<file path="src/rtl/wb_stage.sv">
// Write-back stage: load alignment, register-file write port, post-WB
// forwarding registers and the retired-instruction counter.
module wb_stage #(
   parameter int unsigned CWIDTH = 64
) (
   input  logic              clk,
   input  logic              rst_n,
   input  logic              cmd_ld_wb,
   input  logic [2:0]        ld_code_wb,
   input  logic [4:0]        rd_adr_wb,
   input  logic [31:0]       rd_data_wb,
   input  logic              wbk_rd_reg_wb,
   input  logic [31:0]       ld_data_wb,
   input  logic              inst_rtr_wb,
   input  logic              stall,
   input  logic              rst_pipe,
   input  logic              instret_clr,
   output logic              wbk_we,
   output logic [4:0]        wbk_adr,
   output logic [31:0]       wbk_data,
   output logic              fw_we_wb1,
   output logic [4:0]        fw_adr_wb1,
   output logic [31:0]       fw_data_wb1,
   output logic [CWIDTH-1:0] instret
);

   logic [7:0]        ld_byte;
   logic [15:0]       ld_half;
   logic [31:0]       ld_aligned;

   logic              fw_we_q,   fw_we_d;
   logic [4:0]        fw_adr_q,  fw_adr_d;
   logic [31:0]       fw_data_q, fw_data_d;
   logic [CWIDTH-1:0] instret_q, instret_d;

   always_comb begin
      ld_byte = 8'(ld_data_wb >> {rd_data_wb[1:0], 3'b000});
      ld_half = rd_data_wb[1] ? ld_data_wb[31:16] : ld_data_wb[15:0];
      case (ld_code_wb)
         3'b000:  ld_aligned = {{24{ld_byte[7]}}, ld_byte};
         3'b001:  ld_aligned = {{16{ld_half[15]}}, ld_half};
         3'b010:  ld_aligned = ld_data_wb;
         3'b100:  ld_aligned = {24'd0, ld_byte};
         3'b101:  ld_aligned = {16'd0, ld_half};
         default: ld_aligned = '0;
      endcase
   end

   // Stall alone gates the write; a flush never blocks the older WB instruction.
   assign wbk_we   = wbk_rd_reg_wb & ~stall & (rd_adr_wb != 5'd0);
   assign wbk_adr  = rd_adr_wb;
   assign wbk_data = cmd_ld_wb ? ld_aligned : rd_data_wb;

   always_comb begin
      fw_we_d   = fw_we_q;
      fw_adr_d  = fw_adr_q;
      fw_data_d = fw_data_q;
      if (rst_pipe) begin
         fw_we_d   = 1'b0;
         fw_adr_d  = '0;
         fw_data_d = '0;
      end else if (!stall) begin
         fw_we_d   = wbk_we;
         fw_adr_d  = wbk_adr;
         fw_data_d = wbk_data;
      end
   end

   always_comb begin
      instret_d = instret_q;
      if (instret_clr)
         instret_d = '0;
      else if (inst_rtr_wb && !stall)
         instret_d = instret_q + CWIDTH'(1);
   end

   always_ff @(posedge clk or negedge rst_n) begin
      if (!rst_n) begin
         fw_we_q   <= 1'b0;
         fw_adr_q  <= '0;
         fw_data_q <= '0;
         instret_q <= '0;
      end else begin
         fw_we_q   <= fw_we_d;
         fw_adr_q  <= fw_adr_d;
         fw_data_q <= fw_data_d;
         instret_q <= instret_d;
      end
   end

   assign fw_we_wb1   = fw_we_q;
   assign fw_adr_wb1  = fw_adr_q;
   assign fw_data_wb1 = fw_data_q;
   assign instret     = instret_q;

endmodule

</file>
<file path="config.mk">
export PLATFORM = sky130hd
export DESIGN_NAME = wb_stage
export DESIGN_NICKNAME = d
export VERILOG_FILES = /design/src/rtl/wb_stage.sv
export SDC_FILE = /design/constraint.sdc
export NUM_CORES = 1
export LEC_CHECK = 0
export ABC_AREA = 1
export CELL_PAD_IN_SITES_DETAIL_PLACEMENT = 1
export CELL_PAD_IN_SITES_GLOBAL_PLACEMENT = 1
export CORE_ASPECT_RATIO = 0.9
export CORE_MARGIN = 2
export CORE_UTILIZATION = 34
export CTS_CLUSTER_SIZE = 28
export DETAILED_ROUTE_END_ITERATION = 8
export GPL_TIMING_DRIVEN = 0
export PLACE_DENSITY = 0.84
export RECOVER_POWER = 25
export SLEW_MARGIN = 20
export SYNTH_ARGS = -nofsm -noshare
export SYNTH_HDL_FRONTEND = slang
export SYNTH_SLANG_ARGS = --single-unit
</file>
<file path="constraint.sdc">
create_clock -name clk -period 2.6 [get_ports clk]
set_clock_uncertainty 0.2 [all_clocks]
set_input_delay 0.52 -clock clk [delete_from_list [all_inputs] [get_ports clk]]
set_output_delay 0.52 -clock clk [all_outputs]
set_load 0.1 [all_outputs]
</file>
==> impl_metrics.py <==
metrics = {
    "run_status": {
        "status": "completed",
    },
    "floorplanning": {
        "rows": 49,
        "initial_utilization_pct": 34.4,
        "core_area_mm2": 0.0199,
        "boundaryPins": 220,
        "die_y_um": 138,
        "fp.dieW_um": 153,
        "dieArea_mm2": 0.0212,
    },
    "clocking": {
        "clock_latency_ns": 0.38,
        "cts.sinks": 102,
        "clockBufferDepth": 2,
        "root_buffer": "clkbuf_16",
        "cts_tree": "done",
        "numCtsBuffers": 9,
        "clk_pin_slew_ns": 0.09,
        "htreeDepth": 3,
    },
    "synth": {
        "syn_area_mm2": 0.00683,
        "synth_seq_area_share_pct": 37.4,
        "yosysWarnings": 0,
        "synth_top_area_share_pct": 37.4,
        "ys_seq_elements": 102,
        "synth.distinct_cells": 39,
        "synth_mux_area_share_pct": 0,
        "synth_top_family_by_area": "simple AND/OR/NAND/NOR gates",
        "synth_top_area_cell": "dfrtp_1",
        "synth.avg_cell_area_um2": 6.33,
        "syn_nets": 1161,
        "syn_inst": 1080,
        "yosys.area_share.xor_xnor_pct": 0.128,
        "netlist_top_cells_area": "dfrtp_1 (37%), nand2_1 (25%), nor2_1 (7.3%), inv_1 (5.9%), nand3_1 (5.3%)",
        "synth_compound_area_share_pct": 7.29,
        "yosys.area_share.simple_pct": 46.1,
        "synth-adder-area-share_pct": 0.183,
    },
    "route": {
        "drt-initial-drc-count": 471,
        "route.detailed.drc": 0,
        "dr.pass1.iters": 5,
        "final_antenna_net_count": 0,
        "detail_route.wl_per_cell_um": 19.1,
        "vias": 8254,
        "met1_length_um": 13700,
        "viasPerCell": 5.19,
        "dr_wl_met2_um": 14100,
        "maxUsedRoutingLayer": "met4",
        "wirelength_um": 30400,
        "wl_met3_um": 1510,
    },
    "timing": {
        "worstMarginPinSlew_ns": 1.14,
        "period_share_pct": 99.7,
        "slew_viol_final": 0,
        "max_freq_ghz": 0.386,
        "min_period_ns": 2.59,
        "setup_viol": 0,
        "max_slew_margin_pct": 24.1,
        "hold_viol_final": 0,
    },
    "global_route": {
        "grt_max_degree": 62,
        "grt_overflow": 0,
        "grt_use_total_pct": 28.4,
        "antenna_found_initial": 1,
        "grt_pass1_wl_um": 47800,
        "grt_pass1_vias": 8551,
    },
    "worst_setup_path": {
        "cp_cell_sequence": "clkdlybuf4s50_1",
        "crit_buf_inv": 1,
        "worstSetupPathType": "reg2out",
        "crit_path_top_delay_cell": "clkdlybuf4s50_1",
        "startpoint_type": "flip-flop",
        "max_stage_delay_ns": 1.13,
        "crit_path_max_fanout": 2,
        "cp_top_family": "buffers and inverters",
        "crit_required_ns": 1.88,
        "endpoint_kind": "output pin",
        "crit_arrival_ns": 1.87,
    },
    "finish": {
        "num-fill-cells": 2631,
        "stdcell_area_mm2": 0.0101,
        "nNetsFinal": 1411,
        "drive_above_1_share_pct": 14.8,
        "multiInputGateArea_mm2": 0.00384,
        "seqCellArea_mm2": 0.00255,
        "fin_cells": 1591,
        "area_delta_synth_final_pct": 48.4,
    },
    "pwr": {
        "power_density_mw_per_mm2": 444,
        "vdd_ir_drop_max_uv": 285,
        "leakagePower_nw": 5.34,
        "total_power_w": 0.00450,
    },
    "placed_design": {
        "hpwl_um": 22600,
        "place_area_mm2": 0.00943,
        "dp_cells": 1553,
        "gp_congestion": 0.925,
        "portBuffers": 217,
    },
    "run": {
        "drv_cap": 0,
    },
    "min_path": {
        "holdCritPathClass": "reg2reg",
    },
}
-- path summary, 6_finish.rpt --
| path | from | endpoint | slack, ns | cells past startpoint |
|---|---|---|---|---|
| worst max-delay path | fw_data_wb1[17] | fw_data_wb1[17] | 0.009 | 1 |
| worst min-delay path | fw_data_wb1[5] | fw_data_wb1[5] | 0.29 | 2 |
| worst max register to register | instret[0] | instret[32] | 0.43 | 8 |
| worst min register to register | fw_data_wb1[5] | fw_data_wb1[5] | 0.29 | 2 |
| max in group asynchronous | rst_n | instret[42] | 0.32 | 3 |
| min in group asynchronous | rst_n | fw_data_wb1[17] | 0.67 | 2 |
-- placed cells by master (no fill, tap or decap), types with 20 or more instances in the layout --
cell | synthesis | routed
a21oi_1 | 34 | 34
buf_12 | 0 | 24
buf_4 | 6 | 24
clkdlybuf4s50_1 | 0 | 65
dfrtp_1 | 102 | 102
dlygate4sd2_1 | 0 | 96
inv_1 | 108 | 105
nand2_1 | 453 | 417
nand2_2 | 5 | 40
nand3_1 | 73 | 68
nand4_1 | 20 | 20
nor2_1 | 133 | 132
o21ai_0 | 33 | 32
-- cells in the mapped netlist (all sizes together) --
library cell	instances
clkbuf	15
a211oi	1
nor3b	3
nand2	459
nand4	20
a31oi	1
a2bb2oi	1
o211ai	7
o21ai	39
nand3	76
a22o	3
and3	1
a21oi	34
inv	112
nand3b	1
buf	21
xor2	1
dfrtp	102
nor2	150
o21bai	2
or2	8
nor3	18
ha	1
a221oi	1
o21a	1
and2	2
-- registers in the layout, summed over array words and instances (netlist names) --
name and cells:
instret 64, fw_we_wb1 1, fw_adr_wb1 5, fw_data_wb1 32
-- kinds of logic after synthesis --
family / count (synthesis)
AOI/OAI and AO/OA: 90
xor gates and xnor gates: 1
adders and majority gates: 1
buffers and inverters: 148
DFF: 102
and+or+nand+nor: 738
-- layer usage --
metal  track usage [%]  up-vias
met5                 0        -
met2              46.2      272
li1                  -     3883
met4              9.80        0
met1              38.6     4029
met3              4.70       70
-- layout make-up --
cell class	instances	area share (%)
inverter	112	4.19
clock buffer	11	2.49
timing repair buffer	238	24.5
tap	255	3.15
antenna	1	0.0247
multi-input combinational	831	37.8
sequential	102	25.2
buffer	36	2.18
clock inverter	5	0.481
-- power by group --
part           total [W]  internal [W]  switching [W]  leakage (nW)
registers        0.00164       0.00162      0.0000210          1.41
clock network    0.00145      0.000727       0.000727         0.151
logic            0.00140      0.000409       0.000995          3.78
-- what timing repair did --
| item | in CTS | in global routing |
|---|---|---|
| cloned | 5 | 0 |
| hold endpoints to repair | 41 | 0 |
| pin swaps | 10 | 17 |
| setup buffers | 12 | 3 |
| hold buffers | 1 | 0 |
| resized for setup | 426 | 53 |
| setup endpoints to repair | 133 | 45 |
-- per-stage QoR --
step / utilization [%] / TNS (ns) / hold WS (ns) / setup slack [ns]
floorplan: - / -0.0457 / 0.0244 / -0.0114
global placement: 47.3 / -396.70 / 0.260 / -3.42
detailed placement: 47.4 / -50.20 / 0.267 / -1.47
CTS: 50.5 / 0 / 0.282 / 0.000577
global route: 51.1 / -0.0269 / 0.308 / -0.0131
finish: 51.1 / 0 / 0.286 / 0.00901
No activity file was read; power rests on OpenSTA's default activity.
